--- config.mk ---
export PLATFORM = sky130hd
export DESIGN_NAME = bcd_to_excess3_serial
export DESIGN_NICKNAME = d
export VERILOG_FILES = /design/src/rtl/bcd_to_excess3_serial.sv
export SDC_FILE = /design/constraint.sdc
export NUM_CORES = 1
export LEC_CHECK = 0
export CAP_MARGIN = 30
export CORE_MARGIN = 1.5
export CORE_UTILIZATION = 46
export DETAILED_ROUTE_END_ITERATION = 10
export GPL_ROUTABILITY_DRIVEN = 0
export PLACE_DENSITY = 0.7
export SYNTH_ARGS = -nofsm -noshare
export SYNTH_HDL_FRONTEND = slang
export SYNTH_SLANG_ARGS = --single-unit
--- constraint.sdc ---
create_clock -name clk -period 1.3 [get_ports clk]
set_input_delay 0.195 -clock clk [delete_from_list [all_inputs] [get_ports clk]]
set_output_delay 0.195 -clock clk [all_outputs]
set_load 0.01 [all_outputs]
--- src/rtl/bcd_to_excess3_serial.sv ---
// Bit-serial BCD to Excess-3 encoder.
// Accepts NUM_DIGITS BCD digits LSB-first and adds 0011 to each digit with a
// serial full adder. Flags digits 1010..1111.
// Optional macro BCD2XS3_DIGIT_OUT_EN adds a parallel digit_out/digit_out_valid port pair.
module bcd_to_excess3_serial #(
    parameter int unsigned NUM_DIGITS = 2
) (
    input  logic       clk,
    input  logic       rst_n,
    input  logic       start,
    input  logic       din_valid,
    input  logic       din,
    output logic       busy,
    output logic       dout,
    output logic       dout_valid,
    output logic       digit_end,
    output logic       bcd_err,
    output logic       frame_done
`ifdef BCD2XS3_DIGIT_OUT_EN
    ,
    output logic [3:0] digit_out,
    output logic       digit_out_valid
`endif
);

    localparam int unsigned BIT_W = 2;
    localparam int unsigned CNT_W = 4;
    localparam logic [CNT_W-1:0] LAST_DIGIT = CNT_W'(NUM_DIGITS - 1);

    typedef enum logic [0:0] {
        IDLE    = 1'b0,
        CONVERT = 1'b1
    } state_t;

    state_t             state, state_n;
    logic [BIT_W-1:0]   bit_idx, bit_idx_n;
    logic [CNT_W-1:0]   digit_cnt, digit_cnt_n;
    logic               carry, carry_n;
    logic               b1, b1_n;
    logic               b2, b2_n;
    logic               busy_n, dout_n, dout_valid_n;
    logic               digit_end_n, bcd_err_n, frame_done_n;
`ifdef BCD2XS3_DIGIT_OUT_EN
    logic [3:0]         shreg, shreg_n;
    logic [3:0]         digit_out_n;
`endif

    logic addend_c;
    logic sum_c;
    logic cout_c;

    // Serial adder: addend is 1 on the two low bits (0011), 0 on the two high bits.
    assign addend_c = ~bit_idx[1];
    assign sum_c    = din ^ addend_c ^ carry;
    assign cout_c   = (din & addend_c) | (din & carry) | (addend_c & carry);

    // State register.
    always_ff @(posedge clk or negedge rst_n) begin
        if (!rst_n) begin
            state <= IDLE;
        end else begin
            state <= state_n;
        end
    end

    // Next state, datapath updates and output pulses.
    always_comb begin
        state_n      = state;
        bit_idx_n    = bit_idx;
        digit_cnt_n  = digit_cnt;
        carry_n      = carry;
        b1_n         = b1;
        b2_n         = b2;
        dout_n       = 1'b0;
        dout_valid_n = 1'b0;
        digit_end_n  = 1'b0;
        bcd_err_n    = 1'b0;
        frame_done_n = 1'b0;
`ifdef BCD2XS3_DIGIT_OUT_EN
        shreg_n      = shreg;
        digit_out_n  = digit_out;
`endif

        if (start) begin
            // Opens a frame; in CONVERT this also abandons the current one.
            state_n     = CONVERT;
            bit_idx_n   = '0;
            digit_cnt_n = '0;
            carry_n     = 1'b0;
            b1_n        = 1'b0;
            b2_n        = 1'b0;
`ifdef BCD2XS3_DIGIT_OUT_EN
            shreg_n     = '0;
`endif
        end else if (state == CONVERT && din_valid) begin
            dout_n       = sum_c;
            dout_valid_n = 1'b1;
            bit_idx_n    = bit_idx + BIT_W'(1);
            carry_n      = cout_c;
`ifdef BCD2XS3_DIGIT_OUT_EN
            shreg_n      = {sum_c, shreg[3:1]};
`endif
            if (bit_idx == BIT_W'(1)) begin
                b1_n = din;
            end
            if (bit_idx == BIT_W'(2)) begin
                b2_n = din;
            end
            if (bit_idx == BIT_W'(3)) begin
                // Carry out of the MSB is dropped: result is mod 16.
                carry_n     = 1'b0;
                digit_end_n = 1'b1;
                bcd_err_n   = din & (b2 | b1);
`ifdef BCD2XS3_DIGIT_OUT_EN
                digit_out_n = {sum_c, shreg[3:1]};
`endif
                if (digit_cnt == LAST_DIGIT) begin
                    frame_done_n = 1'b1;
                    digit_cnt_n  = '0;
                    state_n      = IDLE;
                end else begin
                    digit_cnt_n = digit_cnt + CNT_W'(1);
                end
            end
        end

        busy_n = (state_n == CONVERT);
    end

    // Datapath registers and registered outputs.
    always_ff @(posedge clk or negedge rst_n) begin
        if (!rst_n) begin
            bit_idx         <= '0;
            digit_cnt       <= '0;
            carry           <= 1'b0;
            b1              <= 1'b0;
            b2              <= 1'b0;
            busy            <= 1'b0;
            dout            <= 1'b0;
            dout_valid      <= 1'b0;
            digit_end       <= 1'b0;
            bcd_err         <= 1'b0;
            frame_done      <= 1'b0;
`ifdef BCD2XS3_DIGIT_OUT_EN
            shreg           <= '0;
            digit_out       <= '0;
            digit_out_valid <= 1'b0;
`endif
        end else begin
            bit_idx         <= bit_idx_n;
            digit_cnt       <= digit_cnt_n;
            carry           <= carry_n;
            b1              <= b1_n;
            b2              <= b2_n;
            busy            <= busy_n;
            dout            <= dout_n;
            dout_valid      <= dout_valid_n;
            digit_end       <= digit_end_n;
            bcd_err         <= bcd_err_n;
            frame_done      <= frame_done_n;
`ifdef BCD2XS3_DIGIT_OUT_EN
            shreg           <= shreg_n;
            digit_out       <= digit_out_n;
            digit_out_valid <= digit_end_n;
`endif
        end
    end

endmodule

==> impl_metrics.json <==
{
  "cts_buffers": 3,
  "relSlewSlack": 0.848,
  "cts_sinks": 15,
  "synth_mux_area_frac": 0.0270,
  "synth_cells": 68,
  "nFillCells": 118,
  "track_usage": 0.205,
  "rows": 14,
  "cts_root_buf": "clkbuf_4",
  "io_buffers": 10,
  "cap_violations": 0,
  "synth_xor_area_frac": 0.0118,
  "p_per_area_mw_per_mm2": 888,
  "tritoncts": "yes",
  "synth_fa_ha_area_frac": 0.128,
  "fin_crit_ns": 1.33,
  "instances_no_fill": 109,
  "worst_setup_path_start_kind": "register",
  "drt_iter0_drc": 8,
  "ir_drop_uv": 633,
  "grt_max_degree": 16,
  "crit_arrival_ns": 1.54,
  "slowest_delay_ns": 0.46,
  "start_util": 0.493,
  "synth_compound_area_frac": 0.0961,
  "final_core_util": 0.679,
  "worstMarginPinSlew_ns": 0.227,
  "synth_seq_area_share": 0.506,
  "cts_max_level": 1,
  "ys_ff_latch": 15,
  "avgSynthCellArea_sq_um": 10.9,
  "leakage_nw": 0.490,
  "vias": 590,
  "fp.dieH_um": 43.2,
  "wl_mm": 1.57,
  "crit_slowest_cell": "dfrtp_2",
  "clk_latency_ns": 0.28,
  "synthSimpleGateAreaFrac": 0.175,
  "rsz0062_at_grt": "yes",
  "dieArea_sq_mm": 0.00186,
  "critical_path.cell_chain": "fa_2 -> or3_4 -> a21oi_2",
  "drv_slew": 0,
  "hpwl_mm": 1.11,
  "path_clk_slew_ns": 0.09,
  "cp_max_fo": 4,
  "grt_overflow": 0,
  "ant_nets": 0,
  "max_clock_freq_mhz": 753,
  "violations": "setup timing",
  "first_global_vias": 633,
  "post-route-period-util": 1.02,
  "synth_fp_nets": 80,
  "area_growth_pct": 37.9,
  "critical_path_class": "reg -> reg",
  "ff_latch_area_sq_um": 378,
  "hold_path_class": "in -> async",
  "skew_ns": 0.00162,
  "multiInputGateArea_sq_um": 380,
  "viasPerCell": 5.41,
  "synth_top_family_by_area": "simple AND/OR/NAND/NOR gates",
  "antennaDiodeCount": 0,
  "core_sq_mm": 0.00151,
  "ios": 11,
  "drc": 0,
  "drive_gt1_frac": 0.355,
  "setup_ws_ns": -0.0288,
  "grt_first_pass_wirelength_mm": 2.75,
  "status": "complete, but fails checks",
  "setup_viol": 4,
  "post_synth_num_cell_types": 25,
  "cts_buffer_depth": 2,
  "firstDrtPassIters": 4,
  "antenna_found_initial": 0,
  "dpl.cell_count": 103,
  "syn-cell-area_sq_um": 742,
  "final_nets": 106,
  "hold_buffers": 0,
  "finalHoldViolations": 0,
  "wl_per_cell_um": 14.4,
  "endpoint_kind": "register",
  "ys_warn_count": 0,
  "die_x_um": 43.2,
  "required_ns": 1.51
}
area by class of cell:
class	count	share of cell area
tap	16	0.0196
multi-input combinational	44	0.372
inverter	6	0.0220
timing repair buffer	24	0.192
clock buffer	4	0.0257
sequential	15	0.369
flip-flops by register name, indices dropped and copies added (netlist names):
register    cells
frame_done      1
b1              1
b2              1
bit_idx         2
busy            1
carry           1
dout            1
digit_cnt       4
bcd_err         1
digit_end       1
dout_valid      1
where the power goes:
part | switching (mW) | total, mW | leakage [nW] | internal (mW)
Combinational | 0.0733 | 0.147 | 0.277 | 0.0737
Sequential | 0.0127 | 0.495 | 0.198 | 0.483
Clock | 0.148 | 0.267 | 0.0150 | 0.119
logic make-up (layout without fill, tap and decap cells):
| logic type | after synthesis | count (layout) |
|---|---|---|
| compound gates | 11 | 11 |
| simple gates | 23 | 23 |
| fa+ha+maj | 7 | 7 |
| xor+xnor | 1 | 1 |
| buf+inv | 9 | 34 |
| mux | 2 | 2 |
| flops | 15 | 15 |
stage by stage:
stage / setup TNS (ns) / cell area, sq um / setup slack (ns) / power (mW) / hold slack [ns]
finish: -0.0574 / 1020 / -0.0288 / 0.909 / 0.225
global route: -0.306 / 1020 / -0.0881 / 0.959 / 0.230
CTS: -0.0680 / 1000 / -0.0366 / 0.908 / 0.231
detailed placement: -1.74 / 938 / -0.390 / 0.636 / 0.539
global placement: -1.43 / 938 / -0.321 / 0.630 / 0.508
floorplan: -0.0121 / 747 / -0.0121 / 0.563 / -0.101
per-layer routing:
metal  routed length, um  up-vias  global-route usage
met2                 817       12               0.340
met4                  10        0              0.0909
met3                  51        2              0.0511
met1                 693      295               0.249
met5                   0        -                   0
li1                    -      281                   -
worst paths after layout:
| check | start | cells after the start | slack (ns) | endpoint |
|---|---|---|---|---|
| worst max-delay path | bit_idx[1]$_DFFE_PN0P_ | 3 | -0.03 | carry$_DFFE_PN0P_ |
| worst min-delay path | rst_n | 2 | 0.23 | digit_cnt[3]$_DFFE_PN0P_ |
| worst max register to register | bit_idx[1]$_DFFE_PN0P_ | 3 | -0.03 | carry$_DFFE_PN0P_ |
| worst min register to register | carry$_DFFE_PN0P_ | 2 | 0.54 | carry$_DFFE_PN0P_ |
| max in group asynchronous | rst_n | 2 | 0.88 | bit_idx[1]$_DFFE_PN0P_ |
| min in group clk | din | 4 | 0.46 | b2$_DFFE_PN0P_ |
cells in the mapped netlist, drive strengths merged:
library cell	instances	area, sq um
nand3	5	37.5
o21ai	1	5.00
nor3	1	5.00
xnor2	1	8.76
a311oi	1	8.76
fa	1	20.0
a21o	1	7.51
and3	1	6.26
buf	2	15.0
nand2	5	21.3
or3	4	25.0
and2	1	6.26
clkbuf	1	3.75
nor2	4	15.0
a211o	1	8.76
inv	6	22.5
a21oi	6	30.0
nand4	1	6.26
mux2i	2	20.0
nor3b	1	7.51
o2111a	1	11.3
dfrtp	15	375
ha	6	75.1
repair_timing:
item | 4_1_cts | 5_1_grt
resized for setup | 16 | 5
setup endpoints to repair | 12 | 8
setup buffers | 2 | 0
pin swaps | 6 | 7
cells in the final DEF (no fill, tap or decap):
master,n
ha_1,3
a211o_1,1
nand3_2,1
xnor2_1,1
o21ai_0,1
nor3_1,1
nand2_1,4
inv_2,2
or3_4,1
nand3_1,3
a311oi_2,1
o2111a_1,1
buf_4,14
a21o_1,1
ha_2,2
nor3b_4,1
dfrtp_2,2
dfrtp_1,13
nand4_1,1
nand2_2,1
dlygate4sd2_1,7
ha_4,1
and3_1,1
inv_1,4
nor2_1,4
nand3_4,1
a21oi_1,4
clkbuf_4,3
mux2i_1,2
or3_1,3
clkdlybuf4s50_1,3
clkbuf_1,1
a21oi_2,2
and2_1,1
fa_2,1
critical path, delay by kind of cell (launching register included):
| family | cells | cell delay, ns |
|---|---|---|
| flip-flops | 1 | 0.46 |
| AND/OR/NAND/NOR | 1 | 0.33 |
| adder cells (fa/ha/maj) | 1 | 0.33 |
| AO/OA/AOI/OAI | 1 | 0.14 |
(Power assumes the default switching activity.)
